--- src/rtl/alu_rs_pkg.sv ---
// alu_rs_pkg: types shared by the ALU reservation station.
//   GPR_SIZE / ROB_IDX_SIZE : register and ROB-index widths
//   alu_op_t, nzcv_t         : ALU opcode and flag types
//   rs_opnd_t, rs_entry_t    : reservation-station operand / entry layout
//   capture_opnd()           : operand capture with result-bus bypass
package alu_rs_pkg;

  localparam int GPR_SIZE     = 32;
  localparam int ROB_IDX_SIZE = 5;

  typedef enum logic [2:0] {
    ALU_PLUS  = 3'd0,
    ALU_MINUS = 3'd1,
    ALU_AND   = 3'd2,
    ALU_OR    = 3'd3,
    ALU_XOR   = 3'd4,
    ALU_LSL   = 3'd5,
    ALU_LSR   = 3'd6,
    ALU_MOV   = 3'd7
  } alu_op_t;

  typedef struct packed {
    logic n;
    logic z;
    logic c;
    logic v;
  } nzcv_t;

  typedef struct packed {
    logic                    ready;
    logic [GPR_SIZE-1:0]     val;
    logic [ROB_IDX_SIZE-1:0] tag;
  } rs_opnd_t;

  typedef struct packed {
    logic                    valid;
    alu_op_t                 op;
    logic [ROB_IDX_SIZE-1:0] dst_rob_index;
    logic                    set_nzcv;
    nzcv_t                   nzcv;
    rs_opnd_t                a;
    rs_opnd_t                b;
  } rs_entry_t;

  // A not-ready operand whose producer broadcasts in the same cycle it is
  // dispatched would otherwise miss the broadcast forever.
  function automatic rs_opnd_t capture_opnd(
    input logic                    ready,
    input logic [GPR_SIZE-1:0]     val,
    input logic [ROB_IDX_SIZE-1:0] tag,
    input logic                    cdb_valid,
    input logic [ROB_IDX_SIZE-1:0] cdb_rob_index,
    input logic [GPR_SIZE-1:0]     cdb_value
  );
    rs_opnd_t o;
    o.ready = ready;
    o.val   = val;
    o.tag   = tag;
    if (!ready && cdb_valid && (cdb_rob_index == tag)) begin
      o.ready = 1'b1;
      o.val   = cdb_value;
    end
    return o;
  endfunction

endpackage

--- src/rtl/alu_rs_age_select.sv ---
// rs_age_select: combinational oldest-eligible picker.
//   eligible : per-entry issue-eligible flags
//   age      : per-entry age (larger = older)
//   found    : at least one entry is eligible
//   idx      : eligible entry with greatest age, lowest index on ties
module rs_age_select #(
  parameter int ENTRIES = 4,
  parameter int AGE_W   = 2
) (
  input  logic [ENTRIES-1:0]            eligible,
  input  logic [ENTRIES-1:0][AGE_W-1:0] age,
  output logic                          found,
  output logic [AGE_W-1:0]              idx
);

  logic [AGE_W-1:0] best_age;

  always_comb begin
    found    = 1'b0;
    idx      = '0;
    best_age = '0;
    // Strict compare keeps the lower index on equal ages.
    for (int i = 0; i < ENTRIES; i++) begin
      if (eligible[i] && (!found || (age[i] > best_age))) begin
        found    = 1'b1;
        idx      = AGE_W'(i);
        best_age = age[i];
      end
    end
  end

endmodule

--- src/rtl/alu_rs.sv ---
// alu_rs: ALU reservation station with result-bus wakeup and
// oldest-first issue.
//   in_clk / in_rst_n           : clock, async active-low reset
//   in_flush                    : synchronous squash of all entries
//   in_disp_* / out_disp_ready  : dispatch handshake and payload
//   in_cdb_*                    : result broadcast (wakeup)
//   in_fu_ready / out_fu_*      : registered issue to the ALU
module alu_rs
  import alu_rs_pkg::*;
#(
  parameter int ENTRIES = 4
) (
  input  logic                    in_clk,
  input  logic                    in_rst_n,
  input  logic                    in_flush,
  input  logic                    in_disp_valid,
  output logic                    out_disp_ready,
  input  alu_op_t                 in_disp_op,
  input  logic [ROB_IDX_SIZE-1:0] in_disp_dst_rob_index,
  input  logic                    in_disp_set_nzcv,
  input  nzcv_t                   in_disp_nzcv,
  input  logic                    in_disp_a_ready,
  input  logic [GPR_SIZE-1:0]     in_disp_a_val,
  input  logic [ROB_IDX_SIZE-1:0] in_disp_a_tag,
  input  logic                    in_disp_b_ready,
  input  logic [GPR_SIZE-1:0]     in_disp_b_val,
  input  logic [ROB_IDX_SIZE-1:0] in_disp_b_tag,
  input  logic                    in_cdb_valid,
  input  logic [ROB_IDX_SIZE-1:0] in_cdb_rob_index,
  input  logic [GPR_SIZE-1:0]     in_cdb_value,
  input  logic                    in_fu_ready,
  output logic                    out_fu_start,
  output alu_op_t                 out_fu_op,
  output logic [GPR_SIZE-1:0]     out_fu_val_a,
  output logic [GPR_SIZE-1:0]     out_fu_val_b,
  output logic [ROB_IDX_SIZE-1:0] out_fu_dst_rob_index,
  output logic                    out_fu_set_nzcv,
  output nzcv_t                   out_fu_nzcv
);

  localparam int IDX_W = (ENTRIES > 1) ? $clog2(ENTRIES) : 1;
  localparam logic [IDX_W-1:0] AGE_MAX = IDX_W'(ENTRIES - 1);

  rs_entry_t                      ent [ENTRIES];
  logic [ENTRIES-1:0][IDX_W-1:0]  age;
  logic [ENTRIES-1:0]             valid_vec;
  logic [ENTRIES-1:0]             elig;
  logic [IDX_W-1:0]               free_idx;
  logic [IDX_W-1:0]               sel_idx;
  logic                           sel_found;
  logic                           disp_fire;
  logic                           issue;
  rs_entry_t                      disp_ent;

  always_comb begin
    valid_vec = '0;
    elig      = '0;
    for (int i = 0; i < ENTRIES; i++) begin
      valid_vec[i] = ent[i].valid;
      elig[i]      = ent[i].valid & ent[i].a.ready & ent[i].b.ready;
    end
  end

  always_comb begin
    free_idx = '0;
    for (int i = ENTRIES - 1; i >= 0; i--) begin
      if (!ent[i].valid) free_idx = IDX_W'(i);
    end
  end

  // Credit comes from registered valid bits only, so an entry issuing this
  // cycle does not free a slot until the next one.
  assign out_disp_ready = ~&valid_vec;
  assign disp_fire      = in_disp_valid & out_disp_ready;
  assign issue          = in_fu_ready & sel_found;

  always_comb begin
    disp_ent               = '0;
    disp_ent.valid         = 1'b1;
    disp_ent.op            = in_disp_op;
    disp_ent.dst_rob_index = in_disp_dst_rob_index;
    disp_ent.set_nzcv      = in_disp_set_nzcv;
    disp_ent.nzcv          = in_disp_nzcv;
    disp_ent.a = capture_opnd(in_disp_a_ready, in_disp_a_val, in_disp_a_tag,
                              in_cdb_valid, in_cdb_rob_index, in_cdb_value);
    disp_ent.b = capture_opnd(in_disp_b_ready, in_disp_b_val, in_disp_b_tag,
                              in_cdb_valid, in_cdb_rob_index, in_cdb_value);
  end

  rs_age_select #(
    .ENTRIES (ENTRIES),
    .AGE_W   (IDX_W)
  ) u_age_select (
    .eligible (elig),
    .age      (age),
    .found    (sel_found),
    .idx      (sel_idx)
  );

  always_ff @(posedge in_clk or negedge in_rst_n) begin
    if (!in_rst_n) begin
      for (int i = 0; i < ENTRIES; i++) ent[i] <= '0;
      age                  <= '0;
      out_fu_start         <= 1'b0;
      out_fu_op            <= ALU_PLUS;
      out_fu_val_a         <= '0;
      out_fu_val_b         <= '0;
      out_fu_dst_rob_index <= '0;
      out_fu_set_nzcv      <= 1'b0;
      out_fu_nzcv          <= '0;
    end else if (in_flush) begin
      for (int i = 0; i < ENTRIES; i++) ent[i].valid <= 1'b0;
      out_fu_start <= 1'b0;
    end else begin
      out_fu_start <= issue;

      for (int i = 0; i < ENTRIES; i++) begin
        if (ent[i].valid && in_cdb_valid) begin
          if (!ent[i].a.ready && (ent[i].a.tag == in_cdb_rob_index)) begin
            ent[i].a.ready <= 1'b1;
            ent[i].a.val   <= in_cdb_value;
          end
          if (!ent[i].b.ready && (ent[i].b.tag == in_cdb_rob_index)) begin
            ent[i].b.ready <= 1'b1;
            ent[i].b.val   <= in_cdb_value;
          end
        end
        if (disp_fire && ent[i].valid && (age[i] != AGE_MAX)) begin
          age[i] <= age[i] + 1'b1;
        end
      end

      if (issue) begin
        ent[sel_idx].valid   <= 1'b0;
        out_fu_op            <= ent[sel_idx].op;
        out_fu_val_a         <= ent[sel_idx].a.val;
        out_fu_val_b         <= ent[sel_idx].b.val;
        out_fu_dst_rob_index <= ent[sel_idx].dst_rob_index;
        out_fu_set_nzcv      <= ent[sel_idx].set_nzcv;
        out_fu_nzcv          <= ent[sel_idx].nzcv;
      end

      // The free slot is never the issuing one, so these writes cannot clash.
      if (disp_fire) begin
        ent[free_idx] <= disp_ent;
        age[free_idx] <= '0;
      end
    end
  end

endmodule
--- config.mk ---
export PLATFORM = sky130hd
export DESIGN_NAME = alu_rs
export DESIGN_NICKNAME = d
export VERILOG_FILES = /design/src/rtl/alu_rs_pkg.sv /design/src/rtl/alu_rs_age_select.sv /design/src/rtl/alu_rs.sv
export SDC_FILE = /design/constraint.sdc
export NUM_CORES = 1
export LEC_CHECK = 0
export BUFFER_PORTS_ARGS = -buffer_cell sky130_fd_sc_hd__buf_2
export CAP_MARGIN = 15
export CORE_MARGIN = 3
export CORE_UTILIZATION = 60
export DETAILED_ROUTE_END_ITERATION = 10
export PLACE_DENSITY_LB_ADDON = 0.25
export SETUP_SLACK_MARGIN = 0.1
export SLEW_MARGIN = 20
export SYNTH_ARGS = -nofsm -noshare
export SYNTH_HDL_FRONTEND = slang
export SYNTH_SLANG_ARGS = --single-unit
export TNS_END_PERCENT = 30
--- constraint.sdc ---
create_clock -name in_clk -period 6.74 [get_ports in_clk]
set_input_delay 1.348 -clock in_clk [delete_from_list [all_inputs] [get_ports in_clk]]
set_output_delay 1.348 -clock in_clk [all_outputs]
set_load 0.05 [all_outputs]
# Yosys cells after proc, flatten, opt, wreduce, memory -nomap -nowiden
# Index checks and enable logic that the tools add are counted.
# word_totals
elab_cells,229
ff_bits,446
in_bits,132
# classes
n_reduce_logical,49
addsub,4
order_cmp,9
n_mux,68
n_eq_ne,14
n_bitwise,15
# ops
op,n
2-to-1 mux 360 bit,3
2-to-1 mux 33 bit,26
bitwise mux 360 bit,2
demux 90 bit (select 2 bit),2
binary-select mux 90 bit (select 2 bit),1
2-to-1 mux 90 bit,2
2-to-1 mux 89 bit,2
equality test 5 bit,10
2-to-1 mux 2 bit,18
logical AND 1 bit,30
zero test 1 bit,14
bitwise AND 1 bit,10
2-to-1 mux 1 bit,10
"adder 2 x 1 -> 2 bit, second input constant",4
bitwise AND 8 bit,1
2-to-1 mux 8 bit,1
"inequality test 2 bit, second input constant",4
inverter 8 bit,1
">= comparator 3 bit, second input constant",2
greater-than comparator 2 bit,3
"less-than comparator 3 x 1 -> 1 bit, second input constant",2
inverter 2 -> 3 bit,2
demux 2 bit (select 2 bit),1
AND reduction 4 bit,1
other kinds (5),7

# Longest topological paths before layout
# Gate-level depths: netlist (run 1).
# logic_depth
ltp_word,26
depth_mapped,25

# By module
# A second synthesis (run 1) with hierarchy kept.
# hier_totals
cells_unflattened,1850
hier_area_um2,21174.1
# by_module_without_submodules
module,seq_area_each_um2,area_each_um2,instances,cells_per_inst
alu_rs,11160.7,20916.3,1,1814
rs_age_select,0.0,257.7,1,36

# Worst setup path before layout (run 1)
# No wires, ideal clock.
# synth_path
path_kind,reg-to-reg
from,register ent[307] in the netlist's numbering
to,register out_fu_op[0]
synth_period_minus_slack_ns,4.924
t_arrival_ns,4.794
setup_ns,0.130
path_stages_with_launch,24
path_slack_ns,1.816
path_cell_list,dfrtp_1 -> and3_1 -> and2_1 -> ha_1 -> nand2_1 -> o21ai_0 -> a21oi_1 -> buf_1 -> a21oi_1 -> ha_1 -> nor2b_1 -> o21ai_0 -> a21oi_2 -> mux2_2 -> ha_1 -> nor2b_1 -> o21ai_0 -> a21oi_1 -> or2_1 -> buf_2 -> buf_4 -> buf_2 -> o221ai_1 -> nand3_1
# synth_via
elab_chain_len,18
# synth_rtl
element,line,source
start: declaration,alu_rs.sv:44,rs_entry_t ent [ENTRIES];
start signal: indexed assignment,alu_rs.sv:145,ent[free_idx] <= disp_ent;
bitwise AND 1 bit *,alu_rs.sv:60,elig[i] = ent[i].valid & ent[i].a.ready & ent[i].b.ready;
2-to-1 mux 2 bit or 2-to-1 mux 1 bit (tied branches),alu_rs_age_select.sv:24,if (eligible[i] && (!found || (age[i] > best_age))) begin
greater-than comparator 2 bit or zero test 1 bit (tied branches),alu_rs_age_select.sv:24,
logical OR 1 bit,alu_rs_age_select.sv:24,
logical AND 1 bit,alu_rs_age_select.sv:24,
2-to-1 mux 2 bit or 2-to-1 mux 1 bit (tied branches),alu_rs_age_select.sv:24,
greater-than comparator 2 bit or zero test 1 bit (tied branches),alu_rs_age_select.sv:24,
logical OR 1 bit,alu_rs_age_select.sv:24,
logical AND 1 bit,alu_rs_age_select.sv:24,
2-to-1 mux 2 bit or 2-to-1 mux 1 bit (tied branches),alu_rs_age_select.sv:24,
greater-than comparator 2 bit or zero test 1 bit (tied branches),alu_rs_age_select.sv:24,
logical OR 1 bit,alu_rs_age_select.sv:24,
logical AND 1 bit,alu_rs_age_select.sv:24,
2-to-1 mux 2 bit,alu_rs_age_select.sv:24,
inverter 2 -> 3 bit (not written as such),alu_rs.sv:135,out_fu_op <= ent[sel_idx].op;
binary-select mux 90 bit (select 2 bit),alu_rs.sv:135,
2-to-1 mux 89 bit (2 in series),n/a,
end signal: assignment,alu_rs.sv:135,
end: declaration,alu_rs.sv:33,"output alu_op_t out_fu_op,"
# Mark *: on every way between the ends. The rest lies on a longest branch, timed or not. The select of a mux whose other input is x is not followed.
# A chain may end at the register's enable or synchronous reset.

# Final worst setup path (run 1)
# layout_path
from,register ent[359] in the netlist's numbering
to,register out_fu_val_b[4]
# layout_via
elab_chain_len,19
# layout_rtl
element,line,source
bitwise AND 1 bit * (2 in series),alu_rs.sv:60,
2-to-1 mux 2 bit or 2-to-1 mux 1 bit (tied branches),alu_rs_age_select.sv:24,
greater-than comparator 2 bit or zero test 1 bit (tied branches),alu_rs_age_select.sv:24,
logical OR 1 bit,alu_rs_age_select.sv:24,
logical AND 1 bit,alu_rs_age_select.sv:24,
2-to-1 mux 2 bit or 2-to-1 mux 1 bit (tied branches),alu_rs_age_select.sv:24,
greater-than comparator 2 bit or zero test 1 bit (tied branches),alu_rs_age_select.sv:24,
logical OR 1 bit,alu_rs_age_select.sv:24,
logical AND 1 bit,alu_rs_age_select.sv:24,
2-to-1 mux 2 bit or 2-to-1 mux 1 bit (tied branches),alu_rs_age_select.sv:24,
greater-than comparator 2 bit or zero test 1 bit (tied branches),alu_rs_age_select.sv:24,
logical OR 1 bit,alu_rs_age_select.sv:24,
logical AND 1 bit,alu_rs_age_select.sv:24,
2-to-1 mux 2 bit,alu_rs_age_select.sv:24,
inverter 2 -> 3 bit (not written as such),alu_rs.sv:137,out_fu_val_b <= ent[sel_idx].b.val;
binary-select mux 90 bit (select 2 bit),alu_rs.sv:137,
2-to-1 mux 89 bit (2 in series),n/a,
end signal: assignment,alu_rs.sv:137,
end: declaration,alu_rs.sv:35,"output logic [GPR_SIZE-1:0] out_fu_val_b,"
# Marked as above.

==> results of run 1 <==
power by group through the flow:
stage	clock [uW]	sequential, uW	combinational, uW
after floorplan	0	4410	918
after CTS	2870	3750	2270
after global routing	2970	3830	2430
after global placement	0	3770	2200
final	2850	3760	2270
after detailed placement	0	3790	2260
path summary, 6_finish.rpt:
kind | from | end | cells after the start
worst max-delay path | ent[359]$_DFF_PN0_ | out_fu_val_b[4]$_DFFE_PN0P_ | 21
worst min-delay path | out_fu_val_a[6]$_DFFE_PN0P_ | out_fu_val_a[6]$_DFFE_PN0P_ | 2
worst max register to register | ent[359]$_DFF_PN0_ | out_fu_val_b[4]$_DFFE_PN0P_ | 21
worst min register to register | out_fu_val_a[6]$_DFFE_PN0P_ | out_fu_val_a[6]$_DFFE_PN0P_ | 2
max in group asynchronous | in_rst_n | ent[190]$_DFFE_PN0N_ | 3
min in group asynchronous | in_rst_n | ent[330]$_DFFE_PN0N_ | 1
cell type report:
cell class | instances | area [um2] | share of cell area, %
multi-input combinational | 1236 | 9940 | 39.8
timing repair buffer | 249 | 1450 | 5.80
tap | 461 | 577 | 2.31
clock inverter | 16 | 283 | 1.13
clock buffer | 68 | 1420 | 5.68
antenna | 1 | 2.50 | 0.0100
sequential | 446 | 11200 | 44.7
inverter | 39 | 146 | 0.586
synth_stat cells (all sizes together) (4+ instances only):
cell    count  share of area [%]
a21oi     102                2.3
a221oi     90                5.4
and3        6               0.17
buf       116                3.2
clkbuf     87                1.5
dfrtp     446                 50
ha         10               0.57
inv        39               0.66
mux2       71                3.6
mux2i      74                6.7
nand2     247                4.2
nand3      85                1.9
nand3b      5               0.17
nand4       9               0.25
nor2      116                2.0
nor4       10               0.45
o21ai       7               0.16
o221a      95                4.8
o221ai    142                5.6
o22ai      84                2.4
or2         4               0.11
xnor2      17               0.67
xor2       37                1.5
registers in the layout, summed over array words and instances, names as in the netlist, 3 cells and up:
name,count
out_fu_op,3
ent,360
out_fu_val_b,32
out_fu_val_a,32
out_fu_nzcv,4
age,8
out_fu_dst_rob_index,5
metal layers:
layer  part of all wire, %  vias to the layer above
li1                      -                     7434
met5                 0.033                        -
met1                    39                     8984
met4                   4.4                        4
met2                    46                     1179
met3                    11                      246
cells by family after synthesis:
group	Yosys count	synth area share, %
AO/OA/AOI/OAI	529	21.1
XOR/XNOR	54	2.14
adder cells (fa/ha/maj)	10	0.566
buffers and inverters	242	5.33
flip-flops	446	50.5
multiplexers	145	10.4
AND/OR/NAND/NOR	498	10.0
through the flow:
| stage | total power [uW] | utilization [%] |
|---|---|---|
| floorplan | 5330 | - |
| global placement | 5960 | 64.7 |
| detailed placement | 6050 | 64.7 |
| CTS | 8900 | 69.4 |
| global route | 9230 | 69.6 |
| finish | 8890 | 69.6 |
critical path: stages, from the launching register on:
cell and delay, ps:
dfrtp_1 530, and3_1 370, nand2_1 120, ha_1 290, nor2b_1 130, o21ai_0 500, a21oi_4 260, nor2_1 160
a21oi_1 80, ha_1 340, nor2b_1 190, o21ai_0 140, a21oi_2 410, mux2_2 390, ha_1 280, nor2b_1 120
o21ai_0 200, a21oi_1 390, or2_4 640, buf_4 310, o22ai_1 100, a221oi_1 270
repair_timing:
item / CTS / global route
gates resized for setup: 0 / 2
buffers inserted: 0 / 0
endpoints found under the setup margin: 0 / 74
==> run_results.csv, run 1 <==
group,metric,value,unit
clocking,clock-sinks,446,
clocking,cts_buffers,47,
clocking,cts_tree,"built",
place,post_dp_cell_area,0.0232,mm2
yosys,syn_inst,1924,
power,p_leak,0.0109,uW
setup_path,cp_max_fo,40,
die,dieHeight,198,um
setup_path,worstPathRequired,7210,ps
global_route,grtUsageTotal,35.0,%
routing,drc,0,
finish,nets,2161,
yosys,synth_cell_types,51,
finish,mostFrequentLayoutCells,"dfrtp_1 (446), nand2_1 (244), buf_2 (209), o221ai_1 (142), nor2_1 (109)",
routing,avgViaCountPerCell,7.09,
setup_path,endpoint_kind,"register",
finish,layout-drive-gt1-share,31.9,%
global_route,antenna_found_initial,3,
clocking,cts_root_buf,"clkbuf_16",
job,cap_violations,0,
yosys,syn-cell-area,0.0221,mm2
global_route,grt_max_degree,150,
clocking,hold_buffers,0,
die,core-area,0.0359,mm2
die,pin_count,211,
power,peakVddDrop,276,uV
die,die_width,198,um
worst_hold_path,hold_path.class,"register to register",
routing,drtIter0Drc,1845,
routing,vias,17800,
yosys,ys_ff_latch,446,
finish,n_fill_cell,2570,
place,io_buffers,210,
finish,design_area,0.0250,mm2
clocking,htreeDepth,2,
yosys,synth_warnings,0,
yosys,avgSynthCellArea,11.5,um2
timing,slew_headroom,23.6,%
clocking,insertion_delay,580,ps
yosys,async_flop_share,100,%
global_route,grt_overflow,0,
power,p_seq_share,42.3,%
clocking,clk_path_buf_depth,3,
global_route,globalRouteMet2Util,54.3,%
timing,skew,14.5,ps
timing,max_freq,0.157,GHz
clocking,clk_pin_slew,60,ps
die,initial_core_util,61.6,%
status,status,"complete, no violations",
finish,fin_cells,2516,
global_route,top_usage_layer,"met2",
timing,hold_slack,475,ps
setup_path,cp.arrival,6840,ps
yosys,postSynthNetCount,2066,
finish,final_common_cell,"dfrtp_1",
timing,layout_setup_ws,369,ps
die,die_area,0.0392,mm2
power,p_int,5770,uW
global_route,grt_pass1_wl,106,mm
power,p_clk_share,32.1,%
finish,syn2layout_area_growth,13.0,%
global_route,first_global_vias,18300,
place,hpwl,40.3,mm
global_route,grtUsageMet1,47.9,%
power,power.switching,3120,uW
routing,wire_per_inst,27.4,um
setup_path,path_class,"register to register",
setup_path,start_kind,"register",
routing,postRouteAntennaNets,0,
timing,rsz0062_at_grt,"no",
power,power_frac_comb,25.6,%
setup_path,r2r_setup_slack,370,ps
timing,hold_viol_final,0,
place,dp_slack,515,ps
place,gp_routability_congestion,0.833,
timing,finalSetupViolCount,0,
yosys,synth_edf_count,0,
yosys,synth_sequential_area_ratio,50.5,%
timing,finalCriticalPeriod,6370,ps
yosys,synth_top_flop_cell,"dfrtp_1",
die,rows,69,
timing,slew_viol_final,0,
power,switching_share,35.1,%
timing,fin_tns_setup,0,ps
routing,drt-total-wl,69.0,mm
timing,period_share,94.5,%
timing,tightest_slew,1140,ps
power,p_per_area,356,mW/mm2
place,post-place-cells,2430,
global_route,use_met3,7.11,%
routing,firstDrtPassIters,6,
(Power assumes the default switching activity.)
==> inputs of run 2 (changes only) <==
--- a/config.mk
+++ b/config.mk
@@ -6,9 +6,8 @@
 export NUM_CORES = 1
 export LEC_CHECK = 0
 export BUFFER_PORTS_ARGS = -buffer_cell sky130_fd_sc_hd__buf_2
-export CAP_MARGIN = 15
 export CORE_MARGIN = 3
-export CORE_UTILIZATION = 60
+export CORE_UTILIZATION = 40
 export DETAILED_ROUTE_END_ITERATION = 10
 export PLACE_DENSITY_LB_ADDON = 0.25
 export SETUP_SLACK_MARGIN = 0.1
==> constraint.sdc (replaced) <==
create_clock -name in_clk -period 6.49 [get_ports in_clk]
set_input_delay 1.298 -clock in_clk [delete_from_list [all_inputs] [get_ports in_clk]]
set_output_delay 1.298 -clock in_clk [all_outputs]
set_load 0.05 [all_outputs]
==> run_results.csv, run 2 (synthesis gave the netlist of run 1 again) <==
group,metric,value,unit
finish,design_area,0.0251,mm2
finish,fin_cells,2760,
setup_path,slowest_delay,520,ps
finish,syn2layout_area_growth,13.7,%
finish,layout-drive-gt1-share,31.5,%
timing,period_share,91.2,%
timing,finalSetupViolCount,0,
setup_path,cp_max_fo,25,
worst_hold_path,hold_path.class,"register to register",
timing,slew_headroom,23.2,%
routing,drt-total-wl,75.6,mm
finish,mostFrequentLayoutCells,"dfrtp_1 (446), nand2_1 (244), buf_2 (209), o221ai_1 (142), nor2_1 (109)",
clocking,clock-sinks,446,
power,peakVddDrop,202,uV
die,core-area,0.0542,mm2
clocking,htreeDepth,2,
setup_path,crit_slowest_cell,"dfrtp_1",
routing,drc,0,
routing,vias,17400,
place,gp_routability_congestion,0.835,
timing,hold_viol_final,0,
setup_path,worstPathRequired,6980,ps
global_route,antenna_found_initial,9,
setup_path,cp.arrival,6410,ps
clocking,clk_pin_slew,60,ps
global_route,grt_max_degree,163,
finish,largest_reg_flops,360,
power,p_per_area,359,mW/mm2
die,pin_count,211,
die,dieHeight,241,um
die,die_width,241,um
timing,tightest_slew,1150,ps
die,initial_core_util,40.8,%
clocking,cts_root_buf,"clkbuf_16",
place,io_buffers,210,
global_route,grtUsageTotal,26.0,%
routing,firstDrtPassIters,6,
routing,avgViaCountPerCell,6.32,
finish,nets,2167,
global_route,grt_overflow,0,
setup_path,path_class,"register to register",
clocking,ctsResizeCount,0,
timing,skew,20.8,ps
timing,max_freq,0.169,GHz
finish,top_regs,"ent (360), out_fu_val_a (32), out_fu_val_b (32)",
die,rows,85,
clocking,insertion_delay,590,ps
timing,slew_viol_final,0,
clocking,cts_tree,"built",
place,hpwl,43.7,mm
clocking,hold_buffers,0,
setup_path,crit_chain,"and3_1, nand2_1, ha_1, nor2b_1, o21ai_0, a21oi_1, mux2_2, ha_1, nand2_1, o21ai_0, a21oi_2, mux2_2, ha_1, nor2b_1, o21ai_0, a21oi_1, or2_2, buf_4, o22ai_1, a221oi_1",
timing,hold_slack,476,ps
global_route,first_global_vias,18300,
setup_path,endpoint_kind,"register",
finish,final_common_cell,"dfrtp_1",
job,cap_violations,0,
finish,top_register,"ent",
timing,rsz0062_at_grt,"no",
setup_path,start_kind,"register",
global_route,grtUsageMet1,36.1,%
timing,fin_tns_setup,0,ps
routing,drtIter0Drc,1937,
timing,finalCriticalPeriod,5920,ps
status,status,"complete, no violations",
worst_hold_path,min_path_cells,2,
power,p_leak,0.0109,uW
place,post-place-cells,2669,
clocking,cts_buffers,49,
setup_path,reg2reg_depth,20,
global_route,use_met3,5.07,%
place,post_dp_cell_area,0.0235,mm2
global_route,top_usage_layer,"met2",
clocking,post_cts_buffers,0,
setup_path,r2r_setup_slack,570,ps
routing,postRouteAntennaNets,0,
global_route,globalRouteMet2Util,40.8,%
clocking,clk_path_buf_depth,3,
die,die_area,0.0581,mm2
routing,wire_per_inst,27.4,um
global_route,grt_pass1_wl,116,mm
-- run 2: power by group --
part / internal, uW / total (uW) / switching [uW] / leakage (uW)
combinational: 709 / 2360 / 1650 / 0.00456
sequential: 3450 / 3920 / 467 / 0.00552
clock: 1590 / 2730 / 1150 / 0.000768
-- run 2: final timing paths --
check	start	endpoint
worst max register to register	ent[359]$_DFF_PN0_	out_fu_val_b[28]$_DFFE_PN0P_
worst max-delay path	ent[359]$_DFF_PN0_	out_fu_val_b[28]$_DFFE_PN0P_
worst min-delay path	out_fu_val_a[5]$_DFFE_PN0P_	out_fu_val_a[5]$_DFFE_PN0P_
worst min register to register	out_fu_val_a[5]$_DFFE_PN0P_	out_fu_val_a[5]$_DFFE_PN0P_
max in group asynchronous	in_rst_n	ent[46]$_DFFE_PN0N_
min in group asynchronous	in_rst_n	ent[62]$_DFFE_PN0N_
-- run 2: metrics by stage --
step,util (%),worst slack (ps),total power (uW)
after global routing,46.3,182,9440
after detailed placement,43.4,718,6320
after global placement,43.4,869,6250
after floorplan,-,1570,5540
final,46.3,571,9010
after CTS,46.3,695,9080
-- run 2: metal layers --
metal  up-vias  part of all wire [%]
met3       170                   8.3
met2       828                    46
met5         -                 0.097
li1       7450                     -
met1      8976                    42
met4        12                   3.3
-- run 2: critical path: cells and delay by family, from the launching register on --
family	cells	cell delay (ps)
AOI/OAI and AO/OA	8	1970
adders and majority gates	3	860
buffers and inverters	1	460
DFF	1	520
muxes	2	810
and+or+nand+nor	6	1200
-- run 2: final cells by class --
| type | count | area [um2] |
|---|---|---|
| Tap cell | 696 | 871 |
| Timing Repair Buffer | 253 | 1480 |
| Antenna cell | 2 | 5.00 |
| Sequential cell | 446 | 11200 |
| Fill cell | 4958 | 29100 |
| Multi-Input combinational cell | 1236 | 9890 |
| Clock inverter | 8 | 56.3 |
| Inverter | 39 | 146 |
| Clock buffer | 80 | 1510 |
